==> config.mk <==
export PLATFORM = sky130hd
export DESIGN_NAME = multicycle_control
export DESIGN_NICKNAME = d
export VERILOG_FILES = /design/src/rtl/multicycle_control.sv
export SDC_FILE = /design/constraint.sdc
export NUM_CORES = 1
export LEC_CHECK = 0
export ABC_AREA = 1
export BUFFER_PORTS_ARGS = -buffer_cell sky130_fd_sc_hd__buf_2
export CORE_AREA = 10 10 47 49
export CTS_BUF_LIST = sky130_fd_sc_hd__clkbuf_16
export CTS_CLUSTER_DIAMETER = 200
export DETAILED_ROUTE_END_ITERATION = 12
export DIE_AREA = 0 0 57 59
export PLACE_DENSITY = 0.84
export SETUP_SLACK_MARGIN = 0.1
export SYNTH_ARGS = -nofsm -noshare
export SYNTH_HDL_FRONTEND = slang
export SYNTH_SLANG_ARGS = --single-unit
export TNS_END_PERCENT = 20
==> constraint.sdc <==
create_clock -name clk -period 2.31 [get_ports clk]
set_input_delay 0.231 -clock clk [delete_from_list [all_inputs] [get_ports clk]]
set_output_delay 0.231 -clock clk [all_outputs]
set_load 0.03 [all_outputs]
==> src/rtl/multicycle_control.sv <==
// Multicycle RISC-V style control FSM: sequences fetch/decode/execute for ld, sd,
// R-type and beq, and drives datapath mux selects and write strobes.
module multicycle_control (
    input  logic       clk,
    input  logic       reset,
    input  logic [6:0] opcode,
    input  logic       zero,
    input  logic       mem_ready,
    output logic       pc_write,
    output logic       ir_write,
    output logic       mem_read,
    output logic       mem_write,
    output logic       i_or_d,
    output logic       reg_write,
    output logic       mem_to_reg,
    output logic       alu_src_a,
    output logic [1:0] alu_src_b,
    output logic [1:0] alu_op,
    output logic       pc_source,
    output logic       retire,
    output logic       trap,
    output logic [3:0] state
);

    localparam logic [6:0] OP_LD  = 7'b0000011;
    localparam logic [6:0] OP_SD  = 7'b0100011;
    localparam logic [6:0] OP_R   = 7'b0110011;
    localparam logic [6:0] OP_BEQ = 7'b1100011;

    typedef enum logic [3:0] {
        S_FETCH     = 4'd0,
        S_DECODE    = 4'd1,
        S_MEM_ADDR  = 4'd2,
        S_MEM_READ  = 4'd3,
        S_MEM_WB    = 4'd4,
        S_MEM_WRITE = 4'd5,
        S_EXEC      = 4'd6,
        S_R_WB      = 4'd7,
        S_BRANCH    = 4'd8,
        S_TRAP      = 4'd9
    } state_e;

    typedef enum logic [1:0] {
        CLS_LD  = 2'b00,
        CLS_SD  = 2'b01,
        CLS_R   = 2'b10,
        CLS_BEQ = 2'b11
    } cls_e;

    typedef struct packed {
        logic       pc_write;
        logic       ir_write;
        logic       mem_read;
        logic       mem_write;
        logic       i_or_d;
        logic       reg_write;
        logic       mem_to_reg;
        logic       alu_src_a;
        logic [1:0] alu_src_b;
        logic [1:0] alu_op;
        logic       pc_source;
        logic       retire;
        logic       trap;
    } ctl_t;

    state_e state_q, state_d;
    cls_e   cls_q, cls_d;
    ctl_t   ctl;

    always_ff @(posedge clk) begin
        if (reset) begin
            state_q <= S_FETCH;
            cls_q   <= CLS_LD;
        end else begin
            state_q <= state_d;
            cls_q   <= cls_d;
        end
    end

    always_comb begin
        state_d = state_q;
        cls_d   = cls_q;
        ctl     = '0;
        case (state_q)
            S_FETCH: begin
                ctl.mem_read  = 1'b1;
                ctl.alu_src_b = 2'b01;
                ctl.ir_write  = mem_ready;
                ctl.pc_write  = mem_ready;
                if (mem_ready) state_d = S_DECODE;
            end
            S_DECODE: begin
                // ALU computes PC + imm here so BRANCH can use the ALU-out register
                ctl.alu_src_b = 2'b10;
                case (opcode)
                    OP_LD:   begin cls_d = CLS_LD;  state_d = S_MEM_ADDR; end
                    OP_SD:   begin cls_d = CLS_SD;  state_d = S_MEM_ADDR; end
                    OP_R:    begin cls_d = CLS_R;   state_d = S_EXEC;     end
                    OP_BEQ:  begin cls_d = CLS_BEQ; state_d = S_BRANCH;   end
                    default: state_d = S_TRAP;
                endcase
            end
            S_MEM_ADDR: begin
                ctl.alu_src_a = 1'b1;
                ctl.alu_src_b = 2'b10;
                // opcode may no longer be valid; rely on the class captured in DECODE
                state_d = (cls_q == CLS_SD) ? S_MEM_WRITE : S_MEM_READ;
            end
            S_MEM_READ: begin
                ctl.mem_read = 1'b1;
                ctl.i_or_d   = 1'b1;
                if (mem_ready) state_d = S_MEM_WB;
            end
            S_MEM_WB: begin
                ctl.reg_write  = 1'b1;
                ctl.mem_to_reg = 1'b1;
                ctl.retire     = 1'b1;
                state_d        = S_FETCH;
            end
            S_MEM_WRITE: begin
                ctl.mem_write = 1'b1;
                ctl.i_or_d    = 1'b1;
                ctl.retire    = mem_ready;
                if (mem_ready) state_d = S_FETCH;
            end
            S_EXEC: begin
                ctl.alu_src_a = 1'b1;
                ctl.alu_op    = 2'b10;
                state_d       = S_R_WB;
            end
            S_R_WB: begin
                ctl.reg_write = 1'b1;
                ctl.retire    = 1'b1;
                state_d       = S_FETCH;
            end
            S_BRANCH: begin
                ctl.alu_src_a = 1'b1;
                ctl.alu_op    = 2'b01;
                ctl.pc_source = 1'b1;
                ctl.pc_write  = zero;
                ctl.retire    = 1'b1;
                state_d       = S_FETCH;
            end
            S_TRAP: begin
                ctl.trap = 1'b1;
            end
            default: state_d = S_TRAP;
        endcase
    end

    // Reset masks every control output so nothing strobes during the reset cycle
    assign {pc_write, ir_write, mem_read, mem_write, i_or_d, reg_write, mem_to_reg,
            alu_src_a, alu_src_b, alu_op, pc_source, retire, trap} = reset ? ctl_t'('0) : ctl;
    assign state = state_q;

endmodule

==> results by stage, run 1 <==
STA:
- Setup total negative slack on the finished layout was measured at 0 ns.
- Setup repair after global routing left no endpoint under its margin.
- The post-route clock period utilization is 0.782.
- The worst path in the final design needs a cycle of 1.81 ns, including I/O delays and setup.
- Setup violations remaining at the end of the flow were counted as 0.
- The tightest hold path in the finished design has a slack of 0.326 ns.
- The fmax is 553 MHz.
- The slew at the pin closest to its max-slew limit is 0.305 ns.
- For the final database, setup skew stands at 0.00317 ns.
- Across all setup checks in the final design, the least slack found is 0.503 ns.
- The final hold violation count is 0.
- The final number of max-transition violations is 0.
- In this run the tightest slew margin relative to its limit is 0.796.

Clock tree:
- The clock drives 6 sinks.
- Once the clock tree was built, the resizer swapped 0 gates to a different size.
- Hold repair after CTS inserted 0 buffers.
- The TritonCTS clock tree is done.
- In this run, CTS created clock tree buffers numbering 3.
- The maximum buffer depth of the clock tree is 2.
- For the worst-skew pair, the clock arrives at the later sink with an insertion delay of 0.23 ns.
- CTS built an H-tree with a depth of 1.
- The tree is rooted in a clkbuf_16.
- After clock tree synthesis, the clock-pin slew on the worst setup and hold paths is 0.04 ns.
- Post-CTS timing repair inserted 0 buffers for setup.

Floorplan:
- The die is 57 microns wide.
- The die covers 3360 sq um.
- The core region is 1400 sq um.
- The number of top-level pins is 30.
- After floorplanning, the core was divided into 14 placement rows.
- The initial utilization of the core area, before any placement, comes to 0.419.
- The vertical die dimension is 59 microns.

Placement:
- Input and output buffers added on the ports amount to 29.
- The placed cell area is 729 sq um.
- The HPWL reported at the end of detailed placement is 1560 microns.
- OpenSTA, run right after detailed placement, puts the worst setup slack at 0.818 ns.
- The routability congestion estimate is 0.982.
- The placed cell count is 151.

Global route:
- The wire length of the first global-routing pass is 3470 microns.
- The total global-route track usage is 0.125.
- The initial antenna violation count came to 0.
- After global routing the overflow that remains totals 0.
- The via count of the first global-routing pass was 847.
- Entering global routing, the biggest net connects 14 pins.

Synth:
- The synthesized netlist cell count is 109.
- Counting flops and latches in the post-synthesis netlist gives 6.
- In this run the cell area of the synthesized design comes to 587 sq um.
- Yosys printed 0 warnings.
- The average instance area after synthesis is 5.38 sq um.
- The sequential-to-total area share from yosys stat is 0.205.
- The post-synthesis net count is 120.
- In this run, distinct cell masters in the synthesized netlist total 21.

Job:
- The tool flagged a number of max-cap violations equal to 0.

Power:
- VDD sags by at most 0.477 mV.
- For this design the ratio of total power to cell area is 710 nW/um^2.
- After layout, the design draws a total of 0.571 mW.
- For this design the static power due to leakage is 0.479 nW.

Detailed routing:
- The ratio of routed vias to standard cells is 5.32.
- Dividing the detail-routed wire length by the instance count gives 13.3 microns.
- The count of routing violations after the opening detailed-route iteration is 32.
- The routed design has 2050 microns of wire.
- For this run, the detailed router's first-pass iteration total came to 4.
- The remaining design rule violation count is 0.
- The via count is 820.
- The antenna violation net count after detailed routing is 0.

Min path:
- The kind of path behind the tightest hold check is in -> reg.
- The startpoint of the worst hold path is reset.

Critical path:
- The count of buffer and inverter cells on the critical path is 2.
- The endpoint kind of the worst setup timing path is an output port.
- The cell family with the largest share of critical-path delay is flip-flops.
- At the worst endpoint, the arrival time is 1.58 ns.
- The launch point of the worst reg-to-reg path is state[0].
- The type of origin of the critical path is a register.
- The highest fanout seen on the critical path is 6.
- The most critical setup path has its startpoint at state[2].
- The peak per-stage delay on the critical path is 0.46 ns.
- Data on the critical path is required at its endpoint by 2.08 ns.
- The critical path class is reg -> out.
- The slowest stage of the critical path is the dfxtp_1 cell.
- The cell with the most instances on the worst path is nor2_1.
- The critical path goes through inv_2 -> nor2_1 -> nand2_1 -> nor2_1 -> a211o_1 -> buf_2.

Layout:
- The number of antenna diodes is 0.
- From synthesis to final layout, the design area changed by 37.1%.
- The final cell count without fillers is 154.
- The fraction of layout instances using a drive strength above 1 is 0.304.
- The post-route standard cell area excluding fillers is 805 sq um.
- The net count of the finished layout is 151.
- The final design utilization is 0.574.

Run status:
- The flow ran to the end, and the final reports show no timing, DRC or antenna violations.
## flip-flops by register name, indices dropped and copies added, names as in the netlist
register	count
cls_q	2
state	4
## final timing paths
kind         cells after the start  slack, ns  endpoint
min reg2reg                      2       0.54  cls_q[1]
min                              2       0.33  state[2]
max                              6       0.50    retire
max reg2reg                      8       0.95  state[0]
## metal layers
| layer | GRT usage | routed length (microns) |
|---|---|---|
| met4 | 0.0940 | 42 |
| met3 | 0.0515 | 174 |
| met1 | 0.125 | 788 |
| met5 | 0 | 0 |
| met2 | 0.206 | 1040 |
## cell usage in the layout, fill, tap and decap left out
cell,count
a211o_1,1
a21oi_1,8
a21oi_2,1
a31oi_1,1
buf_2,29
clkbuf_16,3
clkinv_1,2
dfxtp_1,6
inv_1,11
inv_2,2
nand2_1,34
nand2_2,2
nand3_1,7
nand3_2,2
nor2_1,20
nor2_2,3
nor4_1,2
o211ai_1,1
o21ai_0,2
o21ai_1,1
## cells by family after synthesis
group,count (synthesis),share of synthesized area
AOI/OAI and AO/OA,15,0.147
buffers and inverters,18,0.134
and+or+nand+nor,70,0.514
DFF,6,0.205
## power by group
part	switching, mW	internal [mW]	total (mW)
clock	0.0633	0.223	0.286
combinational	0.119	0.0480	0.167
sequential	0.00833	0.110	0.118
total	0.191	0.381	0.571
## area by class of cell
cell class / count / area [sq um]
Tap cell: 16 / 20.0
Fill cell: 141 / 597
Clock buffer: 3 / 75.1
Multi-Input combinational cell: 85 / 388
Inverter: 15 / 56.3
Sequential cell: 6 / 120
Timing Repair Buffer: 29 / 145
## synthesized netlist by cell type (all sizes together)
cell type   n  area share
clkinv      2       0.013
inv        13       0.083
nor2       23        0.16
o21ai       3       0.026
dfxtp       6        0.20
nand3       9       0.094
a211o       1       0.015
o211ai      1       0.013
a21oi       9       0.083
nand2      36        0.24
buf         3       0.038
a31oi       1       0.011
nor4        2       0.021
(Power assumes the default switching activity.)
==> run 2, diff against run 1 <==
--- a/config.mk
+++ b/config.mk
@@ -7,12 +7,12 @@
 export LEC_CHECK = 0
 export ABC_AREA = 1
 export BUFFER_PORTS_ARGS = -buffer_cell sky130_fd_sc_hd__buf_2
-export CORE_AREA = 10 10 47 49
+export CORE_MARGIN = 10
+export CORE_UTILIZATION = 43
 export CTS_BUF_LIST = sky130_fd_sc_hd__clkbuf_16
 export CTS_CLUSTER_DIAMETER = 200
 export DETAILED_ROUTE_END_ITERATION = 12
-export DIE_AREA = 0 0 57 59
-export PLACE_DENSITY = 0.84
+export PLACE_DENSITY = 0.82
 export SETUP_SLACK_MARGIN = 0.1
 export SYNTH_ARGS = -nofsm -noshare
 export SYNTH_HDL_FRONTEND = slang
==> constraint.sdc (replaced) <==
create_clock -name clk -period 1.9 [get_ports clk]
set_input_delay 0.19 -clock clk [delete_from_list [all_inputs] [get_ports clk]]
set_output_delay 0.19 -clock clk [all_outputs]
set_load 0.03 [all_outputs]
==> run 2 against run 1 <==
Compared with the run above: sequential cell count is the same; final cell count shrank 0.65%; hold slack lost 0.039 ns; combinational power grew 19%; clock skew shrank 0.0029 ns; critical path depth grew 1; total power grew 20%; register-to-register slack lost 0.35 ns; clock power grew 20%; wire length shrank 13%; sequential share of layout area is essentially flat; final area grew 0.78%; critical path type unchanged.
==> results by stage, run 2 (synthesis gave the netlist of run 1 again) <==
Run status:
- The run finished with clean final reports.

Clock tree:
- Buffers inserted during clock tree synthesis total 3.
- TritonCTS built the clock tree.
- The clock latency on the worst-skew pair is 0.23 ns.
- The buffer type at the clock tree root is clkbuf_16.
- The clock-pin slew on the worst setup and hold paths is 0.03 ns.
- The CTS sink count is 6.
- The number of buffers inserted by post-CTS setup repair is 0.
- The H-tree depth is 1.
- Hold repair after CTS inserted 0 buffers.
- The maximum buffer depth of the clock tree is 2.

Layout:
- The area growth from synthesis to layout is 38.2%.
- The finished cells cover 811 sq um.
- The number of flip-flops in the largest register is 4.
- The leading cell type in the layout, fill and taps excluded is nand2_1.
- The number of antenna diodes is 0.
- In the final layout, the share of cells above drive strength 1 is 0.326.
- The layout has 135 filler cells.
- Leaving out fill and tap cells, the most frequent cells in the layout are nand2_1 (34), buf_2 (29), nor2_1 (19), inv_1 (11).
- The final-stage net count is 151.

Floorplan:
- The vertical die dimension is 56.9 microns.
- The initial utilization of the core area, before any placement, comes to 0.451.
- The area of the die is 3240 sq um.
- The number of rows created at floorplan is 13.
- The die outline width is 56.9 microns.
- The number of top-level pins is 30.
- The region available for standard cell placement spans 1300 sq um.

Power:
- In this run the static leakage power is 0.479 nW.
- IR analysis of the VDD net gives a maximum drop of 0.643 mV.
- Of the total power, registers draw 0.209.
- Power comes to 0.686 mW.
- The net switching power of the design is 0.224 mW.
- The part of the power in the clock network is 0.500.
- The total power divided by cell area is 846 nW/um^2.
- Of the total power, combinational logic draws 0.291.
- Of the total power, the share spent switching nets is 0.326.
- Internal power comes to 0.463 mW.

Critical path:
- The worst setup path is launched from a register.
- The highest fanout seen on the critical path is 4.
- The data required time at the worst endpoint is 1.71 ns.
- STA classifies the critical path endpoint as an output port.
- The arrival time of data at the critical path endpoint is 1.49 ns.
- The critical path class is reg -> out.
- The depth of the worst register-to-register path is 8.

STA:
- The sum of negative setup slack is 0 ns.
- The headroom to the max-slew limit is 0.796.
- Dividing the final minimum period by the clock period gives 0.884.
- The time the worst path needs with I/O delays and setup is 1.68 ns.
- The worst hold slack is 0.287 ns.
- Once routing completed, OpenROAD measured the worst setup slack at 0.220 ns.
- The worst setup skew after layout is 0.000289 ns.
- The final hold violation count is 0.
- Setup repair after global routing left no endpoint under its margin.
- The fmax is 595 MHz.
- The final number of max-transition violations is 0.
- The slew at the pin closest to its max-slew limit is 0.305 ns.
- Setup violations remaining at the end of the flow were counted as 0.

Placement:
- The wire-length estimate of the detail-placed layout is 1510 microns.
- In this run the tool buffered the top-level ports with 29 buffer cells.
- Summing all placed instances gives a cell area of 734 sq um.
- The routability congestion estimate is 0.919.
- OpenSTA, run right after detailed placement, puts the worst setup slack at 0.464 ns.

Detailed routing:
- The first detailed-routing pass ran for 4 iterations.
- For this block, the initial DRC count from the detailed router was 5.
- The via count is 748.
- Using the TritonRoute via totals, the vias-per-cell ratio works out to 4.89.
- The antenna violation net count after detailed routing is 0.
- The routed wire length per instance is 11.7 microns.
- The total detailed-routing wirelength is 1790 microns.
- The remaining design rule violation count is 0.

Job:
- Max-cap violations in this run came to 0.

Min path:
- The worst hold path belongs to the class in -> reg.
- The worst hold path passes through 3 cells.

Global route:
- The initial antenna violation count is 0.
- In the global route stage, overall resource usage came out at 0.108.
- The first global-routing pass estimated 2950 microns of wire.
- After global routing the overflow that remains totals 0.
- The largest net degree at the start of global routing is 14.
- The via count of the first global-routing pass is 713.
[run 2: final cells by class]
type,count,area [sq um],share of cell area
multi-input combinational,85,394,0.486
clock buffer,3,75.1,0.0926
inverter,15,56.3,0.0694
tap,15,18.8,0.0231
timing repair buffer,29,145,0.179
sequential,6,121,0.150
[run 2: per-layer routing]
| layer | vias to the layer above | wire [microns] | GRT usage |
|---|---|---|---|
| met5 | - | 0 | 0 |
| met4 | 0 | 46 | 0.0839 |
| met3 | 4 | 98 | 0.0221 |
| met2 | 16 | 911 | 0.188 |
| met1 | 328 | 733 | 0.110 |
| li1 | 400 | - | - |
[run 2: worst max-delay path: stages (launching register included)]
cell	delay (ns)
dfxtp_1	0.37
inv_1	0.09
nand2_1	0.15
nor2_1	0.07
nand2_1	0.10
inv_2	0.05
a211o_1	0.25
buf_2	0.18
[run 2: worst paths after layout]
kind	startpoint	end	slack (ns)
setup / recovery	state[0]	retire	0.22
hold / removal	mem_ready	state[0]	0.29
setup reg to reg	state[0]	state[0]	0.60
hold reg to reg	cls_q[1]	cls_q[1]	0.48
[run 2: power by group through the flow]
stage          registers (mW)  logic (mW)  clock network (mW)
4_1_cts                 0.143       0.201               0.345
3_3_place_gp            0.145       0.197                   0
6_report                0.144       0.199               0.343
5_1_grt                 0.146       0.220               0.349
2_1_floorplan           0.154       0.142                   0
3_5_place_dp            0.145       0.200                   0
[run 2: timing repair]
item | in CTS | in global routing
resized for setup | 0 | 1
endpoints found under the setup margin | 0 | 1
hold endpoints to repair | 0 | 0
[run 2: stage by stage]
step | util | std cells
finish | 0.623 | 153
detailed placement | 0.564 | 150
global placement | 0.564 | 150
floorplan | - | 109
CTS | 0.622 | 153
global route | 0.623 | 153
